[config.mk]
export PLATFORM = sky130hd
export DESIGN_NAME = ram_arbiter
export DESIGN_NICKNAME = d
export VERILOG_FILES = /design/src/rtl/ram_arbiter.sv
export SDC_FILE = /design/constraint.sdc
export NUM_CORES = 1
export LEC_CHECK = 0
export ABC_AREA = 1
export CORE_ASPECT_RATIO = 0.6
export CORE_MARGIN = 4
export CORE_UTILIZATION = 37
export CTS_BUF_LIST = sky130_fd_sc_hd__clkbuf_8 sky130_fd_sc_hd__clkbuf_16
export DETAILED_ROUTE_END_ITERATION = 10
export PLACE_DENSITY_LB_ADDON = 0.05
export SETUP_SLACK_MARGIN = 0.3
export SLEW_MARGIN = 5
export SYNTH_ARGS = -nofsm -noshare
export SYNTH_HDL_FRONTEND = slang
export SYNTH_SLANG_ARGS = --single-unit
[constraint.sdc]
create_clock -name clk -period 1.1 [get_ports clk]
set_input_delay 0.11 -clock clk [delete_from_list [all_inputs] [get_ports clk]]
set_output_delay 0.11 -clock clk [all_outputs]
set_load 0.005 [all_outputs]
[src/rtl/ram_arbiter.sv]
// Two-requester round-robin front end for a single-port synchronous RAM.
// Registered command stage, tag pipeline matching RAM read latency, per-port return stage.
module ram_arbiter #(
   parameter int SZ = 32,
   parameter int N  = 8
) (
   input  logic         clk,
   input  logic         reset,
   input  logic         req0,
   input  logic         req1,
   input  logic         we0,
   input  logic         we1,
   input  logic [N-1:0] addr0,
   input  logic [N-1:0] addr1,
   input  logic [N-1:0] wdata0,
   input  logic [N-1:0] wdata1,
   output logic         gnt0,
   output logic         gnt1,
   output logic         rvalid0,
   output logic         rvalid1,
   output logic [N-1:0] rdata0,
   output logic [N-1:0] rdata1,
   output logic         rerr0,
   output logic         rerr1,
   output logic         ram_rw,
   output logic [N-1:0] ram_addr,
   output logic [N-1:0] ram_i,
   input  logic [N-1:0] ram_o
);

   localparam int         NP   = 2;
   localparam logic [N:0] SZ_L = (N+1)'(SZ);

   typedef struct packed {
      logic rd;
      logic own;
      logic oor;
   } tag_t;

   logic [NP-1:0]        req, we, gnt, rvalid_w, rerr_w;
   logic [NP-1:0][N-1:0] addr, wdata, rdata_w;
   logic                 last_q, last_d;
   logic                 acc, sel, sel_oor;
   logic                 ram_rw_q, ram_rw_d;
   logic [N-1:0]         ram_addr_q, ram_addr_d, ram_i_q, ram_i_d;
   tag_t                 tag1_q, tag1_d, tag2_q;

   assign req   = {req1, req0};
   assign we    = {we1, we0};
   assign addr  = {addr1, addr0};
   assign wdata = {wdata1, wdata0};

   // On a tie the requester that did not win last time goes first.
   always_comb begin
      gnt = '0;
      if (reset) begin
         gnt[0] = req[0] & (~req[1] | last_q);
         gnt[1] = req[1] & (~req[0] | ~last_q);
      end
   end

   assign acc     = |gnt;
   assign sel     = gnt[1];
   assign sel_oor = {1'b0, addr[sel]} >= SZ_L;

   always_comb begin
      last_d     = last_q;
      ram_rw_d   = 1'b0;
      ram_addr_d = ram_addr_q;
      ram_i_d    = ram_i_q;
      tag1_d     = '0;
      if (acc) begin
         last_d     = sel;
         ram_rw_d   = we[sel] & ~sel_oor;
         ram_addr_d = sel_oor ? '0 : addr[sel];
         ram_i_d    = wdata[sel];
         tag1_d.rd  = ~we[sel];
         tag1_d.own = sel;
         tag1_d.oor = sel_oor;
      end
   end

   always_ff @(posedge clk or negedge reset) begin
      if (!reset) begin
         last_q     <= 1'b1;
         ram_rw_q   <= 1'b0;
         ram_addr_q <= '0;
         ram_i_q    <= '0;
         tag1_q     <= '0;
         tag2_q     <= '0;
      end else begin
         last_q     <= last_d;
         ram_rw_q   <= ram_rw_d;
         ram_addr_q <= ram_addr_d;
         ram_i_q    <= ram_i_d;
         tag1_q     <= tag1_d;
         tag2_q     <= tag1_q;
      end
   end

   // tag2 lines up with ram_o: the RAM sampled this tag's command one edge ago.
   for (genvar p = 0; p < NP; p++) begin : g_ret
      logic         hit, vld_q, err_q;
      logic [N-1:0] dat_q;

      assign hit = tag2_q.rd & (tag2_q.own == 1'(p));

      always_ff @(posedge clk or negedge reset) begin
         if (!reset) begin
            vld_q <= 1'b0;
            err_q <= 1'b0;
            dat_q <= '0;
         end else begin
            vld_q <= hit;
            err_q <= hit & tag2_q.oor;
            if (hit) dat_q <= tag2_q.oor ? '0 : ram_o;
         end
      end

      assign rvalid_w[p] = vld_q;
      assign rerr_w[p]   = err_q;
      assign rdata_w[p]  = dat_q;
   end

   assign gnt0     = gnt[0];
   assign gnt1     = gnt[1];
   assign rvalid0  = rvalid_w[0];
   assign rvalid1  = rvalid_w[1];
   assign rerr0    = rerr_w[0];
   assign rerr1    = rerr_w[1];
   assign rdata0   = rdata_w[0];
   assign rdata1   = rdata_w[1];
   assign ram_rw   = ram_rw_q;
   assign ram_addr = ram_addr_q;
   assign ram_i    = ram_i_q;

endmodule

==> summary.md, run 1 <==
| Metric | Value |
|---|---|
| Status | finished, violations left |
| Failing checks | negative setup slack |
| Num CTS Buffers | 5 |
| Via density | 4.49 |
| Clk sinks | 44 |
| Synthesized flop and latch total | 44 |
| Initial Utilization | 39.9% |
| Seq pwr share | 43.3% |
| Pwr dens | 1350 nW/µm² |
| Initial antenna violation count | 0 |
| Post-Route WL | 5.45 mm |
| Register clock-pin slew on the reported worst setup and hold paths | 80 ps |
| H-Tree Depth | 2 |
| FF-to-FF End | ram_addr[1] |
| Pre-CTS WS | -368 ps |
| Worst setup margin | -160 ps |
| Switch Pwr | 0.00126 W |
| Setup TNS | -2400 ps |
| Cell count after synthesis | 219 |
| WHS Endpoint | tag1_q[1] |
| Port bufs | 84 |
| Residual DRC count | 0 |
| Upper clock frequency limit | 0.794 GHz |
| DIE WIDTH | 101 µm |
| Period minus WS final | 1260 ps |
| First-pass GRT wire length | 8.73 mm |
| Worst Setup SP | last_q |
| Fill count | 364 |
| Hold Path Stages | 3 |
| Fin crit share | 115% |
| Area share of the largest cell type after synthesis | 56.5% |
| Row count | 19 |
| Remaining global-route overflow | 0 |
| Crit path max fanout | 2 |
| ANT cells | 0 |
| Fin util | 71.2% |
| Final Setup Violations | 26 |
| CP max-delay cell | dfstp_2 |
| Via count | 1868 |
| Leading cell types by total area after synthesis | dfrtp_1 (57%), nand2_1 (20%), mux2_2 (4.7%) |
| Crit-path max cell delay | 570 ps |
| Maxcap violations | 0 |
| CTS Buffer Depth | 2 |
| Top FF cell, synth | dfrtp_1 |
| Post-Syn Area | 1900 µm² |
| Layout Nets | 398 |
| Die area | 6400 µm² |
| Ports | 85 |
| Final Skew | 2.77 ps |
| Comb pwr share | 30.5% |
| Final RePlAce weighted congestion | 0.825 |
| Die Height | 63.6 µm |
| Router iterations before antenna repair | 4 |
| Clock Power Share | 26.2% |
| Crit path arrival time | 1150 ps |
| Critical path type | reg2out |
| Unrepaired setup endpoints after global routing | true |
| Hold WC Path Type | in2reg |
| Worst setup EP type | output pin |
| Dominant cell type by area after synthesis | dfrtp_1 |
| Worst Setup Start Kind | flop |
| Overall Power | 0.00461 W |
| Top-count cell post-synth | nand2_1 |
| DR WL/cell | 13.1 µm |
| Crit path cell chain | nand2_4, inv_4, nor2_4, buf_2 |
| R2R Setup Slk | -150 ps |
| Seq/Total Area, Yosys | 57.9% |
| Synth async-reset ratio | 100% |
| Area grow syn2layout | 78.6% |
| Critical Path RT | 990 ps |
| Leak pwr | 1.83 nW |
| Pin count of the biggest net entering global routing | 35 |
| Max Slew Vio Count | 0 |
| CP top delay family | flip-flops |
| Post-synth cell types | 19 |
| Post-synth EDFFs | 0 |
| Syn_area_per_cell | 8.70 µm² |
| Synthesized net count | 265 |
| Worst-Margin Slew | 427 ps |
| Relative slew slack | 71.4% |
| Maximum vdd ir drop | 894 µV |
| TritonCTS clock tree | yes |
| Synth warn | 0 |
| Start point of the worst hold path | reset |
| DP HPWL | 3.62 mm |
| Worst Path Buf+Inv | 2 |
| Core Box Area | 4780 µm² |
| Tot GR Track Use | 17.5% |
| Worst hold slack | 185 ps |
| Initial DRC Count | 46 |
| FF-to-FF path depth | 7 |
| R2R Path Start | last_q |
| Vias in the first global route | 1812 |
| Sw frac | 27.3% |
| CTS root buf | clkbuf_8 |
| Internal | 0.00335 W |
| Most frequent cells after synthesis | nand2_1 (100), dfrtp_1 (43), inv_1 (18), nor2_1 (18), nand3_1 (10) |
| Worst-Skew Late Latency | 290 ps |
| Share of layout cells above drive strength 1 | 46.2% |
| Hold Violations, Final | 0 |
| Post-route ant nets | 0 |
layout by cell type, fill, tap and decap left out:
cell / Yosys / final
inv_1: 18 / 16
o21ai_0: 1 / 1
buf_4: 0 / 29
nand3_2: 0 / 9
inv_4: 1 / 2
nand2_4: 2 / 7
clkbuf_8: 0 / 5
buf_6: 3 / 10
nand2_1: 100 / 70
inv_2: 2 / 4
dlygate4sd2_1: 0 / 2
nor2_2: 0 / 2
dlygate4sd3_1: 0 / 1
nand2_8: 0 / 4
buf_2: 1 / 40
dfrtp_1: 43 / 42
buf_12: 0 / 2
nand3_4: 0 / 1
nand2_2: 5 / 27
dfrtp_2: 0 / 1
clkinv_8: 0 / 1
inv_8: 0 / 1
buf_8: 0 / 3
a21oi_2: 0 / 1
clkinv_2: 0 / 1
dfstp_2: 1 / 1
nor2_1: 18 / 16
bufinv_16: 0 / 1
nor3_2: 0 / 1
clkdlybuf4s50_1: 0 / 42
mux2_4: 0 / 8
nor2_4: 2 / 2
final cells by class:
| type | instances | area (µm²) | area share (%) |
|---|---|---|---|
| repair buffers | 129 | 1060 | 31.3 |
| clock buffers | 5 | 68.8 | 2.02 |
| flip-flops and latches | 44 | 1100 | 32.4 |
| clock inverters | 3 | 38.8 | 1.14 |
| multi-input cells | 149 | 937 | 27.5 |
| inverters | 22 | 100 | 2.94 |
| repair inverters | 1 | 11.3 | 0.331 |
| well taps | 63 | 78.8 | 2.32 |
metal layers:
| layer | up-vias | share of wire [%] | global-route usage (%) |
|---|---|---|---|
| li1 | 924 | - | - |
| met1 | 881 | 47 | 24.6 |
| met2 | 58 | 44 | 25.8 |
| met3 | 5 | 7.4 | 4.96 |
| met4 | 0 | 1.2 | 6.05 |
| met5 | - | 0 | 0 |
power groups by stage:
stage | logic (W) | registers [W] | clock network [W]
2_1_floorplan | 0.000401 | 0.00203 | 0
3_3_place_gp | 0.00117 | 0.00203 | 0
3_5_place_dp | 0.00118 | 0.00203 | 0
6_report | 0.00140 | 0.00200 | 0.00121
4_1_cts | 0.00120 | 0.00200 | 0.00122
5_1_grt | 0.00153 | 0.00203 | 0.00130
sequential cells by signal, summed over array words and instances, names as in the netlist, 3 cells and up:
name      count
ram_addr      8
ram_i         8
rdata0        8
rdata1        8
tag1_q        3
tag2_q        3
worst reg2reg max path, delay by kind of cell, from the launching register on:
kind	cells	cell delay (ps)
DFF	1	570
and+or+nand+nor	5	310
buffers and inverters	2	280
repair_timing:
| item | in CTS | in global routing |
|---|---|---|
| endpoints found under the hold margin | 43 | 0 |
| setup buffers | 14 | 13 |
| cloned | 4 | 0 |
| hold buffers | 1 | 0 |
| resized for setup | 202 | 39 |
| pin swaps | 13 | 30 |
| setup endpoints to repair | 79 | 110 |
cells by family (layout without fill, tap and decap cells):
logic type | Yosys count | count (layout) | share of synthesized area, %
AO/OA/AOI/OAI | 2 | 2 | 0.525
buffers and inverters | 27 | 160 | 6.70
multiplexers | 8 | 8 | 4.73
AND/OR/NAND/NOR | 138 | 139 | 30.2
flip-flops | 44 | 44 | 57.9
worst max path at each step:
stage,end,depth (start not counted)
detailed placement,gnt0,4
floorplan,ram_rw,8
global placement,gnt1,4
global route,ram_rw,7
CTS,gnt1,4
finish,gnt1,4
metrics by stage:
step	instance area, µm²	std cells
final	3400	416
after global routing	3400	416
after CTS	3170	403
after detailed placement	2930	376
after global placement	2930	376
after floorplan	1930	219
Power figures use the tool's default switching activity.
==> run 2, diff against run 1 <==
--- a/config.mk
+++ b/config.mk
@@ -12,6 +12,7 @@
 export CTS_BUF_LIST = sky130_fd_sc_hd__clkbuf_8 sky130_fd_sc_hd__clkbuf_16
 export DETAILED_ROUTE_END_ITERATION = 10
 export PLACE_DENSITY_LB_ADDON = 0.05
+export RECOVER_POWER = 50
 export SETUP_SLACK_MARGIN = 0.3
 export SLEW_MARGIN = 5
 export SYNTH_ARGS = -nofsm -noshare
==> summary.md, run 2 (synthesis results as in run 1) <==
| Metric | Value |
|---|---|
| Status | finished, violations left |
| Failing checks | negative setup slack |
| Max Slew Vio Count | 0 |
| Initial Utilization | 39.9% |
| Worst setup margin | -160 ps |
| Overall Power | 0.00461 W |
| Pwr dens | 1360 nW/µm² |
| DR WL/cell | 13.1 µm |
| Most frequent cells in the layout | nand2_1 (70), clkdlybuf4s50_1 (42), dfrtp_1 (42) |
| Die Height | 63.6 µm |
| DP HPWL | 3.62 mm |
| Die area | 6400 µm² |
| Unrepaired setup endpoints after global routing | true |
| Crit path arrival time | 1150 ps |
| Hold WC Path Type | in2reg |
| Final Setup Violations | 26 |
| Layout Nets | 398 |
| CP top delay family | flip-flops |
| Worst-Margin Slew | 529 ps |
| CTS Buffer Depth | 2 |
| First-pass GRT wire length | 8.73 mm |
| Upper clock frequency limit | 0.794 GHz |
| Dpl cells | 376 |
| CP max-delay cell | dfstp_2 |
| Register clock-pin slew on the reported worst setup and hold paths | 80 ps |
| Post-route ant nets | 0 |
| CTS root buf | clkbuf_8 |
| Worst setup EP type | output pin |
| ANT cells | 0 |
| Router iterations before antenna repair | 4 |
| Crit path cell chain | nand2_4, inv_4, nor2_4, buf_2 |
| Via count | 1887 |
| Ports | 85 |
| TritonCTS clock tree | yes |
| Worst Path Buf+Inv | 2 |
| DIE WIDTH | 101 µm |
| Area grow syn2layout | 78.2% |
| Maximum vdd ir drop | 896 µV |
| Remaining global-route overflow | 0 |
| Worst-Skew Late Latency | 300 ps |
| Final Skew | 1.78 ps |
| Maxcap violations | 0 |
| Row count | 19 |
| Vias in the first global route | 1812 |
| Residual DRC count | 0 |
| Tot GR Track Use | 17.5% |
| Leak pwr | 1.82 nW |
| H-Tree Depth | 2 |
| Crit path max fanout | 2 |
| Initial DRC Count | 31 |
| Core Box Area | 4780 µm² |
| Pre-CTS WS | -368 ps |
| Share of layout cells above drive strength 1 | 45.6% |
| Post-Route WL | 5.46 mm |
| Relative slew slack | 64.7% |
| Critical Path RT | 990 ps |
| Worst Setup Start Kind | flop |
| Post-layout instance count excluding filler cells | 416 |
| Pin count of the biggest net entering global routing | 35 |
| R2R Setup Slk | -150 ps |
| Clk sinks | 44 |
| Num CTS Buffers | 5 |
| Fin crit share | 115% |
| Critical path type | reg2out |
| Via density | 4.54 |
| Port bufs | 84 |
| Period minus WS final | 1260 ps |
| Initial antenna violation count | 0 |
| Commonest non-fill, non-tap cell in the layout | nand2_1 |
| Crit-path max cell delay | 570 ps |
| Hold Violations, Final | 0 |
| Final RePlAce weighted congestion | 0.825 |
## run 2: final timing paths
check                          start           to  cells after the start
hold / removal                 reset    tag1_q[1]                      3
min in group asynchronous      reset    rdata1[6]                      3
max in group asynchronous      reset       last_q                      3
setup reg to reg              last_q  ram_addr[1]                      7
hold reg to reg            tag1_q[0]    tag2_q[0]                      0
setup / recovery              last_q         gnt1                      4
## run 2: worst reg2reg max path, stage by stage (launching register included)
cell     delay (ps)
dfstp_2         570
nand2_4          70
buf_8           140
buf_6           140
nand3_2          50
nand2_1          70
nand3_2          70
nand2_1          50
## run 2: final cells by class
class | count | area (µm²)
tap | 63 | 78.8
timing repair buffer | 129 | 1050
multi-input combinational | 149 | 937
inverter | 22 | 100
clock inverter | 3 | 38.8
clock buffer | 5 | 68.8
sequential | 44 | 1100
timing repair inverter | 1 | 11.3
fill | 368 | 1390
## run 2: per-stage QoR
step	hold slack, ps	setup TNS (ps)	cell area, µm²	utilization [%]
2_1_floorplan	-186	-298	1930	-
3_3_place_gp	106	-5810	2930	61.3
3_5_place_dp	108	-6330	2930	61.3
4_1_cts	164	-2030	3170	66.3
5_1_grt	210	-3320	3390	71.0
6_report	196	-2390	3390	71.0
## run 2: report_power, final
group	total, W	internal, W	leakage (nW)	switching [W]
registers	0.00200	0.00186	0.565	0.000136
logic	0.00140	0.000822	1.20	0.000579
clock network	0.00121	0.000665	0.0593	0.000549
## run 2: timing repair
item,CTS,global route
setup buffers,14,13
endpoints found under the hold margin,43,0
resized for setup,202,39
hold buffers,1,0
endpoints found under the setup margin,79,110
pin swaps,13,30
cloned,4,0
## run 2: metal layers
| layer | vias to the layer above | wire, µm | GRT usage (%) |
|---|---|---|---|
| li1 | 926 | - | - |
| met4 | 0 | 80 | 6.05 |
| met3 | 7 | 423 | 4.96 |
| met2 | 62 | 2390 | 25.8 |
| met5 | - | 0 | 0 |
| met1 | 892 | 2570 | 24.6 |
==> run 3, diff against run 2 <==
--- a/config.mk
+++ b/config.mk
@@ -8,8 +8,9 @@
 export ABC_AREA = 1
 export CORE_ASPECT_RATIO = 0.6
 export CORE_MARGIN = 4
-export CORE_UTILIZATION = 37
-export CTS_BUF_LIST = sky130_fd_sc_hd__clkbuf_8 sky130_fd_sc_hd__clkbuf_16
+export CORE_UTILIZATION = 39
+export CTS_BUF_LIST = sky130_fd_sc_hd__clkbuf_4 sky130_fd_sc_hd__clkbuf_8
+export CTS_CLUSTER_DIAMETER = 150
 export DETAILED_ROUTE_END_ITERATION = 10
 export PLACE_DENSITY_LB_ADDON = 0.05
 export RECOVER_POWER = 50
==> summary.md, run 3 (synthesis results as in run 1) <==
| Metric | Value |
|---|---|
| Initial Utilization | 41.1% |
| Remaining global-route overflow | 0 |
| Failing checks | negative setup slack |
| Status | finished, violations left |
| Die Height | 62.1 µm |
| Worst Setup Start Kind | flop |
| Initial antenna violation count | 0 |
| Via density | 4.47 |
| First-pass GRT wire length | 9.03 mm |
| Hold Violations, Final | 0 |
| Num CTS Buffers | 5 |
| Die area | 6100 µm² |
| CTS root buf | clkbuf_8 |
| Placed Instance Area | 2960 µm² |
| Ports | 85 |
| Critical Path RT | 990 ps |
| Router iterations before antenna repair | 4 |
| Area grow syn2layout | 75.3% |
| Period minus WS final | 1260 ps |
| DP HPWL | 3.60 mm |
| Max Slew Vio Count | 0 |
| Crit path capture | gnt1 |
| R2R Path Start | last_q |
| Post-layout instance count excluding filler cells | 416 |
| CTS Buffer Depth | 2 |
| Tot GR Track Use | 18.4% |
| R2R Setup Slk | -160 ps |
| Worst-Skew Late Latency | 290 ps |
| FF-to-FF path depth | 8 |
| Post-Route WL | 5.71 mm |
| Upper clock frequency limit | 0.794 GHz |
| Clk sinks | 44 |
| Worst Setup SP | last_q |
| Final RePlAce weighted congestion | 0.766 |
| Crit path max fanout | 3 |
| Unrepaired setup endpoints after global routing | true |
| TritonCTS clock tree | yes |
| Initial DRC Count | 104 |
| Vias in the first global route | 1741 |
| DIE WIDTH | 98.2 µm |
| Commonest non-fill, non-tap cell in the layout | nand2_1 |
| Pre-CTS WS | -400 ps |
| Via count | 1858 |
| Residual DRC count | 0 |
| Critical path type | reg2out |
| Crit path arrival time | 1150 ps |
| Maximum vdd ir drop | 916 µV |
| Maxcap violations | 0 |
| Finished Cell Area | 3340 µm² |
| Pwr dens | 1380 nW/µm² |
| Post-route ant nets | 0 |
| Worst setup margin | -160 ps |
| Worst-Margin Slew | 1060 ps |
| Final Skew | 5.35 ps |
| ANT cells | 0 |
| Share of layout cells above drive strength 1 | 42.2% |
| Port bufs | 84 |
| DR WL/cell | 13.7 µm |
| Core Box Area | 4640 µm² |
| Layout Nets | 398 |
| Final Setup Violations | 29 |
| Overall Power | 0.00460 W |
| Relative slew slack | 29.1% |
| Fin crit share | 115% |
| H-Tree Depth | 2 |
| Worst setup EP type | output pin |
| Leak pwr | 1.83 nW |
| Dpl cells | 378 |
| Row count | 19 |
| Register clock-pin slew on the reported worst setup and hold paths | 80 ps |
| Pin count of the biggest net entering global routing | 45 |
| Most frequent cells in the layout | nand2_1 (80), clkdlybuf4s50_1 (42), dfrtp_1 (42) |
| Hold WC Path Type | in2async |
| FF-to-FF End | ram_i[0] |
==> run 3: final cells by class <==
type                       instances  area (µm²)
timing repair inverter             1        16.3
clock inverter                     2        35.0
sequential                        44        1100
timing repair buffer             129        1050
multi-input combinational        149         882
fill                             357        1300
inverter                          22        95.1
clock buffer                       6        76.3
tap                               63        78.8
==> run 3: report_power, final <==
part | internal, W | switching (W)
registers | 0.00186 | 0.000139
logic | 0.000803 | 0.000579
clock network | 0.000699 | 0.000522
==> run 3: metrics by stage <==
stage	hold slack, ps	TNS [ps]	util [%]
after global routing	272	-4180	72.0
final	179	-2630	72.0
after detailed placement	287	-6730	63.8
after global placement	293	-6250	63.8
after CTS	-26.1	-2630	67.5
after floorplan	-186	-298	-
==> run 3: worst min-delay path by stage <==
| stage | endpoint | slack, ps | cells past startpoint |
|---|---|---|---|
| floorplan | ram_addr[0] | -190 | 0 |
| global placement | ram_i[3] | 290 | 2 |
| detailed placement | ram_i[0] | 290 | 2 |
| CTS | ram_addr[7] | -30 | 2 |
| global route | ram_i[0] | 270 | 2 |
| finish | ram_i[3] | 180 | 2 |
==> run 3: timing repair <==
item,CTS,global route
endpoints found under the setup margin,79,79
buffers inserted,11,15
gates resized for setup,193,29
hold endpoints to repair,43,0
pin swaps,3,22
cloned,4,0
==> run 3: routing by layer <==
| metal | GRT usage, % | vias up | part of all wire [%] |
|---|---|---|---|
| met5 | 0 | - | 0 |
| met4 | 4.09 | 0 | 0.67 |
| met3 | 6.26 | 5 | 7.4 |
| met2 | 25.6 | 70 | 44 |
| met1 | 27.7 | 855 | 48 |
| li1 | - | 928 | - |
==> run 3: worst max-delay path: stages, from the launching register on <==
cell and delay, ps:
dfstp_2 570, nand2_4 70, inv_4 60, nor2_4 40, buf_2 120
